**src/rtl/led_matrix_scan_driver.sv**
```systemverilog
// rtl/led_matrix_scan_driver.sv - 4x8 RGB LED matrix column scanner with serial colour shift-out
// Snapshots four column words per frame, shifts each out MSB first, latches, then lights that column.
module led_matrix_scan_driver #(
  parameter int CLK_DIV  = 4,
  parameter int COL_HOLD = 50000
) (
  input  logic        CLK_50M,
  input  logic        RST_N,
  input  logic        enable,
  input  logic [23:0] column_0,
  input  logic [23:0] column_1,
  input  logic [23:0] column_2,
  input  logic [23:0] column_3,
  output logic        sr_data,
  output logic        sr_clk,
  output logic        sr_latch,
  output logic [3:0]  col_sel,
  output logic        frame_done
);

  localparam int CNT_MAX = (CLK_DIV > COL_HOLD) ? CLK_DIV : COL_HOLD;
  localparam int CW      = $clog2(CNT_MAX + 1);
  localparam logic [CW-1:0] DIV_LAST  = CW'(CLK_DIV - 1);
  localparam logic [CW-1:0] HOLD_LAST = CW'(COL_HOLD - 1);

  typedef enum logic [2:0] {
    S_IDLE,
    S_LOAD,
    S_SHIFT,
    S_LATCH,
    S_HOLD
  } state_t;

  state_t          r_state;
  logic [1:0]      r_col;
  logic [CW-1:0]   r_cnt;
  logic [4:0]      r_bit;
  logic [23:0]     r_shift;
  logic [23:0]     r_buf [4];
  logic            r_sr_clk;
  logic            r_sr_latch;
  logic [3:0]      r_col_sel;
  logic            r_frame_done;

  logic [23:0]     w_load_word;
  logic            w_div_end;
  logic            w_hold_end;

  // Column 0 is loaded straight from the input in the same cycle it is snapshotted.
  assign w_load_word = (r_col == 2'd0) ? column_0 : r_buf[r_col];
  assign w_div_end   = (r_cnt == DIV_LAST);
  assign w_hold_end  = (r_cnt == HOLD_LAST);

  assign sr_data    = r_shift[23];
  assign sr_clk     = r_sr_clk;
  assign sr_latch   = r_sr_latch;
  assign col_sel    = r_col_sel;
  assign frame_done = r_frame_done;

  always_ff @(posedge CLK_50M or negedge RST_N) begin
    if (!RST_N) begin
      r_state      <= S_IDLE;
      r_col        <= 2'd0;
      r_cnt        <= '0;
      r_bit        <= 5'd0;
      r_shift      <= 24'd0;
      r_sr_clk     <= 1'b0;
      r_sr_latch   <= 1'b0;
      r_col_sel    <= 4'b0000;
      r_frame_done <= 1'b0;
      for (int i = 0; i < 4; i++) r_buf[i] <= 24'd0;
    end else begin
      r_frame_done <= 1'b0;
      // Dropping enable wins over every state transition, including the frame_done wrap.
      if (!enable) begin
        r_state    <= S_IDLE;
        r_col      <= 2'd0;
        r_cnt      <= '0;
        r_bit      <= 5'd0;
        r_shift    <= 24'd0;
        r_sr_clk   <= 1'b0;
        r_sr_latch <= 1'b0;
        r_col_sel  <= 4'b0000;
      end else begin
        case (r_state)
          S_IDLE: begin
            r_state <= S_LOAD;
            r_col   <= 2'd0;
            r_cnt   <= '0;
          end
          S_LOAD: begin
            if (r_col == 2'd0) begin
              r_buf[0] <= column_0;
              r_buf[1] <= column_1;
              r_buf[2] <= column_2;
              r_buf[3] <= column_3;
            end
            r_shift   <= w_load_word;
            r_sr_clk  <= 1'b0;
            r_col_sel <= 4'b0000;
            r_cnt     <= '0;
            r_bit     <= 5'd0;
            r_state   <= S_SHIFT;
          end
          S_SHIFT: begin
            if (w_div_end) begin
              r_cnt <= '0;
              if (!r_sr_clk) begin
                r_sr_clk <= 1'b1;
              end else begin
                r_sr_clk <= 1'b0;
                if (r_bit == 5'd23) begin
                  r_shift    <= 24'd0;
                  r_sr_latch <= 1'b1;
                  r_state    <= S_LATCH;
                end else begin
                  r_bit   <= r_bit + 5'd1;
                  r_shift <= {r_shift[22:0], 1'b0};
                end
              end
            end else begin
              r_cnt <= r_cnt + CW'(1);
            end
          end
          S_LATCH: begin
            if (w_div_end) begin
              r_cnt      <= '0;
              r_sr_latch <= 1'b0;
              r_col_sel  <= 4'b0001 << r_col;
              r_state    <= S_HOLD;
            end else begin
              r_cnt <= r_cnt + CW'(1);
            end
          end
          S_HOLD: begin
            if (w_hold_end) begin
              r_cnt        <= '0;
              r_col_sel    <= 4'b0000;
              r_col        <= r_col + 2'd1;
              r_frame_done <= (r_col == 2'd3);
              r_state      <= S_LOAD;
            end else begin
              r_cnt <= r_cnt + CW'(1);
            end
          end
          default: begin
            r_state   <= S_IDLE;
            r_col_sel <= 4'b0000;
          end
        endcase
      end
    end
  end

endmodule

```
**config.mk**
```make
export PLATFORM = sky130hd
export DESIGN_NAME = led_matrix_scan_driver
export DESIGN_NICKNAME = d
export VERILOG_FILES = /design/src/rtl/led_matrix_scan_driver.sv
export SDC_FILE = /design/constraint.sdc
export NUM_CORES = 1
export LEC_CHECK = 0
export ABC_AREA = 1
export BUFFER_PORTS_ARGS = -buffer_cell sky130_fd_sc_hd__buf_2
export CAP_MARGIN = 20
export CORE_AREA = 5 5 148 150
export CTS_CLUSTER_DIAMETER = 50
export DETAILED_ROUTE_END_ITERATION = 10
export DIE_AREA = 0 0 153 155
export MAX_ROUTING_LAYER = met4
export PLACE_DENSITY = 0.63
export SYNTH_ARGS = -nofsm -noshare
export SYNTH_HDL_FRONTEND = slang
export SYNTH_SLANG_ARGS = --single-unit
```
**constraint.sdc**
```tcl
create_clock -name CLK_50M -period 2.7 [get_ports CLK_50M]
set_input_delay 0.135 -clock CLK_50M [delete_from_list [all_inputs] [get_ports CLK_50M]]
set_output_delay 0.135 -clock CLK_50M [all_outputs]
set_load 0.1 [all_outputs]
```
---- Yosys cells after proc, flatten, opt, wreduce, memory -nomap -nowiden ----
Cells that the tools add are included.
cells by class
  eq/ne operators ......................... 19
  shift-type cells ........................ 1
  order comparisons ....................... 1
  mux-type cells .......................... 45
  bitwise logic cells ..................... 1
  reduce and logical (&&, ||, !) cells .... 13
  add/subtract/negate cells ............... 3
operators with widths
  operator                 number
  $mux W24                 7
  $bmux W24 S2             1
  $mux W16                 3
  $pmux W16 S3             1
  $pmux W24 S2             1
  $mux W5                  4
  $mux W3                  6
  $ne A3 B3 Y1 const B     6
  $add A16 B1 Y16 const B  1
  $eq A16 B16 Y1 const B   1
  $eq A16 B2 Y1 const B    1
  $pmux W3 S5              1
  $mux W4                  3
  $pmux W4 S3              1
  $mux W1                  11
  $pmux W5 S2              1
  $reduce_and A5 Y1        2
  $ne A3 B1 Y1 const B     3
  $reduce_and A3 Y1        3
  $eq A3 B2 Y1 const B     2
  $reduce_or A2 Y1         3
  $add A5 B1 Y5 const B    1
  $eq A5 B5 Y1 const B     1
  $mux W2                  2
  15 further kinds         17
storage, ports and cells
  bits in registers ....................... 153
  input port bits ......................... 99

---- Logic depth before layout (Yosys ltp) ----
  depth after elaboration ................. 7
  depth in mapped cells ................... 11
  gate-level depth less buffers ........... 11

---- Worst setup path after synthesis ----
Ideal clock, no wire load.
  path kind ............................... register -> register
  start ................................... register r_col[1]
  end ..................................... register r_buf[0] in the netlist's numbering
  stages on the path, launching flop included .. 10
  setup time .............................. 0.125 ns
  path buffers ............................ 5
  data arrival time ....................... 2.143 ns
  path slack .............................. 0.432 ns
  period minus slack after synthesis ...... 2.268 ns
  path through ............................ dfrtp_1 > buf_2 > clkinv_1 > clkbuf_1 > ha_1 > clkbuf_1 > nand3_2 > buf_4 > buf_6 > mux2_4
between the ends
  cells in the longest elaborated chain, start to end .. 2
RTL lines
  item                         line  source
  start, declared              35    logic [1:0] r_col;
  start signal, assigned       139   r_col <= r_col + 2'd1;
  $logic_not A2 Y1             92    if (r_col == 2'd0) begin
  $reduce_and A3 Y1 (no line)  -
  end, declared                39    logic [23:0] r_buf [4];
Every way passes these cells.
A chain may end at the register's enable or synchronous reset.

---- Worst setup path in the final report ----
  start ................................... register r_state[2]
  end ..................................... register r_shift[23]
between the ends
  cells in the longest elaborated chain, start to end .. 3
RTL lines
  item                                                            line  source
  start, declared                                                 34    state_t r_state;
  start signal, assigned                                          62    r_state <= S_IDLE;
  start signal, assigned                                          76    r_state <= S_IDLE;
  start signal, assigned                                          87    r_state <= S_LOAD;
  $eq A3 B2 Y1 / $eq A3 B1 Y1 (equally long branches)             85    case (r_state)
  $ne A3 B1 Y1 (no line), or another cell as far along            -
  $reduce_and A3 Y1 (no line) / $mux W24 (equally long branches)  -
  end signal, assigned                                            98    r_shift <= w_load_word;
  end signal, assigned                                            118   r_shift <= {r_shift[22:0], 1'b0};
  end, declared                                                   38    logic [23:0] r_shift;
Parallel ways exist; a longest one is shown, timed or not.

==> metrics.md <==
| Metric | Value |
|---|---|
| First-pass GRT wire length | roughly 35,000 µm |
| Top-level I/O count | between 100 and 150 |
| Clock transition at the registers of the reported paths | 70 ps |
| Cell count along the critical path | 8 |
| Initial DRT Pass Iterations | 5 |
| Highest clock rate | 451 MHz |
| Synth Area per Inst | 8.93 µm² |
| Number of register bits inferred by synthesis | between 150 and 200 |
| Worst path buffer plus inverter count | 3 |
| Total number of nets in the final design | between 1,000 and 1,500 |
| Number of nets with antenna violations after routing | 0 |
| Post-Syn Instances | 894 |
| Total CTS buffers | 17 |
| Synthesized area | about 0.008 mm² |
| Total number of vias | 6,774 |
| Clock Tree Root | sky130_fd_sc_hd__clkbuf_16 |
| Highest-count cells in the layout ignoring fill and taps | 273 x sky130_fd_sc_hd__nand2_1, 153 x sky130_fd_sc_hd__dfrtp_1, 126 x sky130_fd_sc_hd__nand3_1 |
| Capture point of the worst reg-to-reg path | r_shift[23] |
| Post-route DRC | 0 |
| Total power per unit cell area | 905 mW/mm² |
| Number of pins exceeding their max-slew limit in the final report | 0 |
| Number of vias per cell after detailed routing | roughly 5 |
| Proportion of synthesized chip area in sequential cells | 0.480 |
| CP Capture Type | flop |
| Data required time of the worst path | 3030 ps |
| WHS Endpoint | r_buf[80] |
| Classification of the worst-slack hold path | in2reg |
| CTS Hold Bufs | 96 |
| DRT iter0 DRCs | 404 |
| Number of global-route vias before repair | approximately 6,900 |
| DP Worst Slack | approximately 500 ps |
| Leak | 5.06 nW |
| Cell count of the worst reg-to-reg path | 8 |
| Number of nets in the synthesized netlist | ~1,000 |
| Outcome | complete, no violations |
| WP data arrival | roughly 2600 ps |
| Post-CTS sizing | 0 |
| Std-Cell Core Area | 0.0206 mm² |
| Number of warning messages in the yosys log | 0 |
| Post-route fraction of the period consumed by the critical path | 0.820 |
| Die Footprint | approximately 0.024 mm² |
| Grt ovf | 0 |
| Final setup skew | approximately 15 ps |
| Clock latency at the later pin of the worst-skew pair | 430 ps |
| Share of post-route cells with drive strength above 1 | 0.239 |
| Crit path max fanout | 32 |
| Final WS setup | 485 ps |
| Worst Hold Launch | column_0[8] |
| Setup violation total in the final timing report | 0 |
| Die X | between 150 and 200 µm |
| Final Instance Count excl. Fillers | roughly 1,400 |
| Filler cell count in the final layout | 1,909 |
| Sort of element at the start of the critical path | flop |
| CTS H-Tree Depth | 4 |
| Critical register-to-register path startpoint | r_state[2] |
| Tmin final | 2220 ps |
| Placed Cells | roughly 1,200 |
| Routed length per instance | 15.6 µm |
| Peak ir drop on the vdd network | between 0.4 and 0.5 mV |
| Relative max-transition margin | 0.494 |
| TritonCTS clock tree | built |
| Tot Pwr | around 9.4 mW |
| Maximum buffer depth of the clock tree | 2 |
| Total Neg Setup Slack | 0 ps |
| Effective utilization at floorplan | 0.388 |
| Detailed Place HPWL | ~14,000 µm |
| Antenna violations before repair | 1 |
| Critical path's top delay family | simple AND/OR/NAND/NOR gates |
| Count of different cell masters after synthesis | 36 |
| Critical path cell sequence | inv_2 > nand3_4 > nand2_2 > nor2_1 > inv_1 > nand3_2 > buf_4 > o21ai_0 |
| Setup Fix Bufs, Post-CTS | 0 |
| Drt total wl | approximately 21,000 µm |
| Routability cong. | ~0.85 |
| Master of the slowest instance on the critical path | sky130_fd_sc_hd__nand3_2 |
| Layout area overhead | 30.1% |
| GRT Overall Usage | 0.190 |
| Total count of hold-check failures in the final report | 0 |
| Cell count of the worst hold path | 2 |
| Critical setup path kind | reg2reg |
| Transition time at the pin with the least slew margin | ~760 ps |
| Leading cell type in the layout, fill and taps excluded | sky130_fd_sc_hd__nand2_1 |
| FP Rows | 53 |
| Port-buffer cells | between 100 and 150 |
| Slowest stage delay, CP | between 400 and 500 ps |
| Post-route core utilization | 0.505 |
| Reg2Reg Setup Slack | about 480 ps |
| Clock tree sinks | about 150 |
| Setup crit start | r_state[2] |
| Number of violations of the max-capacitance limit | 0 |
| Die height | ~160 µm |
| Pin count of the biggest net entering global routing | 54 |
| Setup repair after global routing missed its margin | no |
==> cell type report <==
class	count	area, µm²	area share
antenna	1	2.50	0.000241
clock buffer	17	425	0.0410
clock inverter	15	220	0.0212
inverter	46	173	0.0166
multi-input combinational	648	3750	0.361
sequential	153	3830	0.369
tap	275	344	0.0331
timing repair buffer	217	1650	0.159
==> Yosys cell counts (all sizes together) <==
| cell | n | area, µm² |
|---|---|---|
| or2 | 1 | 6.26 |
| dfrtp | 153 | 3830 |
| xor2 | 6 | 52.6 |
| ha | 6 | 75.1 |
| nand2 | 274 | 1030 |
| nor3 | 4 | 31.3 |
| a31oi | 1 | 6.26 |
| inv | 44 | 165 |
| o21bai | 2 | 15.0 |
| nor2 | 56 | 220 |
| o211ai | 1 | 7.51 |
| nand3b | 2 | 15.0 |
| xnor2 | 1 | 8.76 |
| nand4 | 15 | 93.8 |
| clkbuf | 21 | 80.1 |
| nand3 | 129 | 668 |
| o2111ai | 1 | 8.76 |
| clkinv | 2 | 7.51 |
| a21oi | 5 | 25.0 |
| mux2 | 96 | 1230 |
| o21ai | 47 | 235 |
| buf | 26 | 163 |
| o21a | 1 | 7.51 |
==> state kept, by name, summed over array words and instances, names as in the netlist <==
| register | flops |
|---|---|
| r_buf | 96 |
| r_shift | 24 |
| r_cnt | 16 |
| r_bit | 5 |
| col_sel | 4 |
| r_state | 3 |
| r_col | 2 |
| frame_done | 1 |
| sr_clk | 1 |
| sr_latch | 1 |
==> worst max-delay path by stage <==
stage	end
5_1_grt	r_cnt[4]
6_report	r_shift[23]
2_1_floorplan	r_buf[0]
3_5_place_dp	r_shift[23]
4_1_cts	r_shift[23]
3_3_place_gp	r_shift[10]
==> kinds of logic (layout without fill, tap and decap cells) <==
group                    after synthesis  in the layout  synth area share
AO/OA/AOI/OAI                         58             58            0.0382
multiplexers                          96             96             0.154
buffers and inverters                 93            295            0.0520
AND/OR/NAND/NOR                      481            481             0.259
flip-flops                           153            153             0.480
XOR/XNOR                               7              7           0.00768
other                                  0              1                 0
adder cells (fa/ha/maj)                6              6           0.00940
==> metal layers <==
layer / GRT usage / part of all wire / up-vias
li1: - / - / 3335
met1: 0.253 / 0.47 / 3250
met2: 0.299 / 0.47 / 159
met3: 0.0328 / 0.038 / 30
met4: 0.0581 / 0.017 / 0
met5: - / 0 / -
==> report_power, final <==
part / internal, mW / total (mW) / switching, mW / leakage [nW]
clock: 1.44 / 2.58 / 1.14 / 0.312
combinational: 1.51 / 3.08 / 1.57 / 2.82
sequential: 3.21 / 3.74 / 0.527 / 1.92
==> stage by stage <==
step                      hold slack (ps)  cell area, µm²
after floorplan                      -161            7980
after global placement                127            8780
after detailed placement              126            8780
after CTS                            4.05           10400
after global routing                 4.19           10400
final                                22.5           10400
(Power assumes the default switching activity.)
